## src/rtl/cpu_seq_pkg.sv

```systemverilog
// Shared definitions for the instruction sequencer: state codes, RV32I major opcodes
// and the memory wait limit.
package cpu_seq_pkg;

  typedef enum logic [2:0] {
    ST_FETCH  = 3'd0,
    ST_DECODE = 3'd1,
    ST_EXEC   = 3'd2,
    ST_MEM    = 3'd3,
    ST_WB     = 3'd4,
    ST_TRAP   = 3'd5
  } state_t;

  localparam logic [6:0] OPC_LUI    = 7'b0110111;
  localparam logic [6:0] OPC_AUIPC  = 7'b0010111;
  localparam logic [6:0] OPC_JAL    = 7'b1101111;
  localparam logic [6:0] OPC_JALR   = 7'b1100111;
  localparam logic [6:0] OPC_BRANCH = 7'b1100011;
  localparam logic [6:0] OPC_LOAD   = 7'b0000011;
  localparam logic [6:0] OPC_STORE  = 7'b0100011;
  localparam logic [6:0] OPC_OPIMM  = 7'b0010011;
  localparam logic [6:0] OPC_OP     = 7'b0110011;
  localparam logic [6:0] OPC_FENCE  = 7'b0001111;

  localparam logic [7:0] WAIT_LIMIT = 8'd255;

  function automatic logic is_legal(input logic [6:0] opc);
    case (opc)
      OPC_LUI, OPC_AUIPC, OPC_JAL, OPC_JALR, OPC_BRANCH,
      OPC_LOAD, OPC_STORE, OPC_OPIMM, OPC_OP, OPC_FENCE: is_legal = 1'b1;
      default:                                           is_legal = 1'b0;
    endcase
  endfunction

  function automatic logic writes_rd(input logic [6:0] opc);
    writes_rd = !((opc == OPC_BRANCH) || (opc == OPC_STORE) || (opc == OPC_FENCE));
  endfunction

endpackage

```

## src/rtl/seq_wait_timer.sv

```systemverilog
// Memory wait-state counter; clears on phase entry, counts stalled request cycles.
// expired is combinational: it marks the stalled cycle whose increment reaches WAIT_LIMIT.
module seq_wait_timer
  import cpu_seq_pkg::*;
(
  input  logic clk,
  input  logic rst_n,
  input  logic clr,
  input  logic en,
  output logic expired
);

  logic [7:0] r_cnt;

  always_ff @(posedge clk or negedge rst_n) begin
    if (!rst_n) begin
      r_cnt <= 8'd0;
    end else if (clr) begin
      r_cnt <= 8'd0;
    end else if (en && (r_cnt != WAIT_LIMIT)) begin
      r_cnt <= r_cnt + 8'd1;
    end
  end

  assign expired = en && (r_cnt == (WAIT_LIMIT - 8'd1));

endmodule

```

## src/rtl/cpu_sequencer.sv

```systemverilog
// Multi-cycle RV32I control sequencer: FETCH/DECODE/EXEC/[MEM]/WB, 4 cycles (5 for ld/st)
// plus memory wait states; stalls on MEM_READY, traps on illegal opcode or wait timeout.
module cpu_sequencer
  import cpu_seq_pkg::*;
(
  input  logic       CLK,
  input  logic       RST_N,
  input  logic [6:0] OPCODE,
  input  logic       MEM_READY,
  output logic       mem_req,
  output logic       mem_we,
  output logic       addr_sel,
  output logic       ir_load,
  output logic       pc_load,
  output logic       rd_we,
  output logic [2:0] state,
  output logic       illegal,
  output logic       bus_err
);

  state_t     r_state;
  state_t     w_nxt;
  logic [6:0] r_opcode;
  logic       r_illegal;
  logic       r_bus_err;
  logic       w_expired;
  logic       w_clr;
  logic       w_en;
  logic       w_is_mem;

  assign w_is_mem = (r_opcode == OPC_LOAD) || (r_opcode == OPC_STORE);

  always_comb begin
    w_nxt = r_state;
    case (r_state)
      ST_FETCH: begin
        if (MEM_READY)      w_nxt = ST_DECODE;
        else if (w_expired) w_nxt = ST_TRAP;
      end
      ST_DECODE: w_nxt = is_legal(OPCODE) ? ST_EXEC : ST_TRAP;
      ST_EXEC:   w_nxt = w_is_mem ? ST_MEM : ST_WB;
      ST_MEM: begin
        if (MEM_READY)      w_nxt = ST_WB;
        else if (w_expired) w_nxt = ST_TRAP;
      end
      ST_WB:     w_nxt = ST_FETCH;
      ST_TRAP:   w_nxt = ST_TRAP;
      default:   w_nxt = ST_TRAP;
    endcase
  end

  always_ff @(posedge CLK or negedge RST_N) begin
    if (!RST_N) begin
      r_state   <= ST_FETCH;
      r_opcode  <= 7'd0;
      r_illegal <= 1'b0;
      r_bus_err <= 1'b0;
    end else begin
      r_state <= w_nxt;
      if (r_state == ST_DECODE) r_opcode <= OPCODE;
      if ((r_state == ST_DECODE) && (w_nxt == ST_TRAP)) r_illegal <= 1'b1;
      if (((r_state == ST_FETCH) || (r_state == ST_MEM)) && (w_nxt == ST_TRAP))
        r_bus_err <= 1'b1;
    end
  end

  // Request strobes are gated by RST_N so an asserted reset drops them without a clock edge.
  assign mem_req  = RST_N && ((r_state == ST_FETCH) || (r_state == ST_MEM));
  assign mem_we   = RST_N && (r_state == ST_MEM) && (r_opcode == OPC_STORE);
  assign addr_sel = RST_N && (r_state == ST_MEM);
  assign ir_load  = RST_N && (r_state == ST_FETCH) && MEM_READY;
  assign pc_load  = RST_N && (r_state == ST_WB);
  assign rd_we    = RST_N && (r_state == ST_WB) && writes_rd(r_opcode);
  assign state    = r_state;
  assign illegal  = r_illegal;
  assign bus_err  = r_bus_err;

  assign w_clr = ((w_nxt == ST_FETCH) && (r_state != ST_FETCH)) ||
                 ((w_nxt == ST_MEM)   && (r_state != ST_MEM));
  assign w_en  = mem_req && !MEM_READY;

  seq_wait_timer u_wait (
    .clk     (CLK),
    .rst_n   (RST_N),
    .clr     (w_clr),
    .en      (w_en),
    .expired (w_expired)
  );

endmodule

```

## config.mk

```make
export PLATFORM = sky130hd
export DESIGN_NAME = cpu_sequencer
export DESIGN_NICKNAME = d
export VERILOG_FILES = /design/src/rtl/cpu_seq_pkg.sv /design/src/rtl/seq_wait_timer.sv /design/src/rtl/cpu_sequencer.sv
export SDC_FILE = /design/constraint.sdc
export NUM_CORES = 1
export LEC_CHECK = 0
export BUFFER_PORTS_ARGS = -buffer_cell sky130_fd_sc_hd__clkbuf_2
export CAP_MARGIN = 40
export CORE_MARGIN = 2
export CORE_UTILIZATION = 59
export CTS_CLUSTER_DIAMETER = 30
export DETAILED_ROUTE_END_ITERATION = 12
export HOLD_SLACK_MARGIN = 0.02
export PLACE_DENSITY = 0.83
export SETUP_SLACK_MARGIN = 0.5
export SLEW_MARGIN = 20
export SYNTH_ARGS = -nofsm -noshare
export SYNTH_HDL_FRONTEND = slang
export SYNTH_HIERARCHICAL = 1
export SYNTH_SLANG_ARGS = --single-unit
```

## constraint.sdc

```tcl
create_clock -name CLK -period 4.61 [get_ports CLK]
set_input_delay 0.2305 -clock CLK [delete_from_list [all_inputs] [get_ports CLK]]
set_output_delay 0.2305 -clock CLK [all_outputs]
set_load 0.01 [all_outputs]
```

==> impl_results.md <==
- Core area: 0.001962 mm2
- Pin count of the biggest net entering global routing: 23
- CP Cell Sequence: dlygate4sd3_1, clkbuf_2, nor2b_1, and2_1, nor2b_1, and3_1, and3_1, nor3b_1, mux2i_1, o221ai_1
- Routed Antenna Nets: 0
- CTS tree: yes
- Final setup vio count: 0
- Combinational share of power: 10.0%
- Tightest Pin Transition: 753.5 ps
- Max-slew headroom: 49.58%
- Final period util: 58.11%
- Vias: 992
- Cell taking the most area after synthesis: dfrtp_1
- Pleak: 0.6801 nW
- Crit Path Category: in -> reg
- CP Depth: 10
- PwrDens: 239.0 mW/mm2
- Internal cell power: 249.2 uW
- Tmin final: 2679 ps
- Critical path required time: 4820 ps
- Kind of end point of the critical path: flop
- Full die area: 0.002457 mm2
- Gpl congestion: 0.8021
- Global route overflow: 0
- Syn Area/Cell: 9.959 um2
- Wire per inst: 14.29 um
- Seq pwr share: 59.9%
- Proportion of power drawn by the clock network: 30.1%
- Yosys top cell area share: 40.86%
- Slew Viols, Final: 0
- Initial Utilization: 62.44%
- Hold Path Stages: 2
- Vias/cell: 5.801
- Dpl hpwl: 1.748 mm
- Hold_ws: 183.0 ps
- Worst path slowest cell: dlygate4sd3_1
- CP top delay family: simple AND/OR/NAND/NOR gates
- Pre-CTS setup slack: 2176 ps
- Htree depth: 1
- Seq cells post-synth: 20
- Layout cells sized above 1: 27.08%
- Sw Pwr: 82.50 uW
- Area Overhead vs Synth: 13.28%
- Library cells used by synthesis: 41
- Total setup buffers inserted after CTS: 0
- Sw Ratio: 24.88%
- Final hold violations: 0
- # port buffers: 20
- DRT iter0 DRCs: 32
- Hold Path Class: in -> reg
- Antenna Cells: 0
- Residual DRC: 0
- Placement row count: 16
- Peak VDD IR: 0.1978 mV
- CP peak stage delay: 520 ps
- Worst-path fanout max: 22
- Vias in the first global route: 948
- First-pass GRT wire length: 4.167 mm
- Clock Path Buffers: 2
- Initial antenna violation count: 0
- Root Buffer: clkbuf_4
- Top cells by area, synth: dfrtp_1 41%, mux2_2 6.4%, nor2b_1 4.1%
- Synth Warn #: 6
- NumNets Final: 157
- Status: complete, no violations
- Worst setup SP type: input port
- Top-level port count: 21
- Sequential share of the synthesized area: 40.86%
- 1st-pass router iterations: 4
- TNS Setup: 0 ps
- Wirelength, routed: 2.444 mm
- Clk pin slew, worst setup/hold paths: 110 ps
- CTS Buf Count: 3
- Post-route setup slack: 1931 ps
- Tot GR Track Use: 21.89%
- Reg2reg path depth: 8
- Syn Inst Count: 123
- Clock Skew: 2.776 ps
- Mapped Nets: 135
- Max Cap Viol: 0
- Die Y: 49.57 um
- Worst endpoint data arrival time: 2890 ps
- Unrepaired setup endpoints after global routing: false
- Die X: 49.57 um
- WP buf/inv: 2
- Clk_lat worst skew: 290 ps
- Post-synthesis cell area: 0.001225 mm2
- Max frequency: 373.3 MHz
- TritonCTS Sinks: 20
-- power groups by stage --
stage | Sequential (mW) | Clock [mW] | Combinational, mW
2_1_floorplan | 0.198 | 0 | 0.0198
3_3_place_gp | 0.201 | 0 | 0.0310
3_5_place_dp | 0.201 | 0 | 0.0327
4_1_cts | 0.198 | 0.105 | 0.0337
5_1_grt | 0.201 | 0.110 | 0.0380
6_report | 0.199 | 0.0998 | 0.0332
-- worst paths after layout --
check                                     from                     endpoint  slack, ps
max in group asynchronous                RST_N  u_wait/r_cnt[4]$_DFFE_PN0P_       3840
min reg2reg                bus_err$_DFFE_PN0P_          bus_err$_DFFE_PN0P_        480
min                                  OPCODE[1]      r_opcode[1]$_DFFE_PN0P_        180
min in group asynchronous                RST_N           state[2]$_DFF_PN0_        420
max reg2reg                 state[0]$_DFF_PN0_           state[2]$_DFF_PN0_       2300
max                                      RST_N           state[2]$_DFF_PN0_       1930
-- layout by cell type (no fill, tap or decap), types with 4 or more instances in the layout --
master / synthesis / layout
a211oi_1: 5 / 5
a21oi_1: 6 / 6
and3_1: 7 / 7
clkbuf_2: 0 / 20
dfrtp_1: 20 / 20
inv_1: 7 / 7
mux2_1: 4 / 4
mux2_2: 7 / 7
nand2_1: 6 / 6
nor2_1: 11 / 11
nor2b_1: 8 / 8
nor3_1: 4 / 4
-- routing by layer --
layer	part of all wire, %	vias to the layer above	track usage (%)
met2	50	19	36.44
met3	3.4	2	3.939
met5	0	-	0
met4	0.49	0	7.870
met1	47	486	28.46
li1	-	485	-
-- registers in the layout, summed over array words and instances (netlist names) --
name / flops
bus_err: 1
u_wait/r_cnt: 8
state: 3
r_opcode: 7
illegal: 1
-- synthesized netlist by cell type --
master	number
and4_4	1
o31ai_1	1
mux2_1	4
nor4_2	1
nor2_1	11
nor3_1	4
nand3b_1	1
nor2_2	1
o21ai_0	2
and4_1	1
ha_1	2
a211oi_1	5
dfrtp_1	20
a41oi_4	1
nand2_1	6
nand4_1	1
a31oi_1	1
nand3_1	3
and2b_1	1
and4b_1	1
buf_2	2
and4bb_1	1
a21o_1	1
mux2_2	7
o21bai_1	1
and3_1	7
clkbuf_1	2
o21a_1	2
a211o_1	1
nor3b_1	1
and2_1	2
nor2b_1	8
mux2i_1	1
a2111oi_2	1
a21oi_1	6
nor3_2	1
o221ai_1	1
xnor2_1	1
inv_1	7
nand2b_4	1
nor3b_2	1
-- timing repair --
action                                 CTS  global route
endpoints found under the hold margin   20             0
hold buffers                             1             0
gates resized for setup                  0             0
-- cell families after synthesis --
group	after synthesis	synth area share, %
AOI/OAI and AO/OA	23	14.81
xor gates and xnor gates	1	0.7151
adders and majority gates	2	2.043
buffers and inverters	11	3.576
DFF	20	40.86
muxes	12	10.93
and+or+nand+nor	54	27.07
-- per-stage QoR --
step,cells,total power [mW],instance area [um2],utilization [%]
6_report,171,0.3317,1388,70.73
5_1_grt,171,0.3495,1388,70.73
4_1_cts,171,0.3364,1388,70.73
3_5_place_dp,166,0.2341,1341,68.37
3_3_place_gp,166,0.2319,1341,68.37
2_1_floorplan,123,0.2182,1225,-
-- layout make-up --
class                   instances  area [um2]
clock buffers                   4       36.28
fillers                       166       574.3
inverters                       7       26.28
multi-input cells              92       680.7
flip-flops and latches         20       500.5
well taps                      27       33.78
repair buffers                 21       110.1
Power figures use the tool's default switching activity.
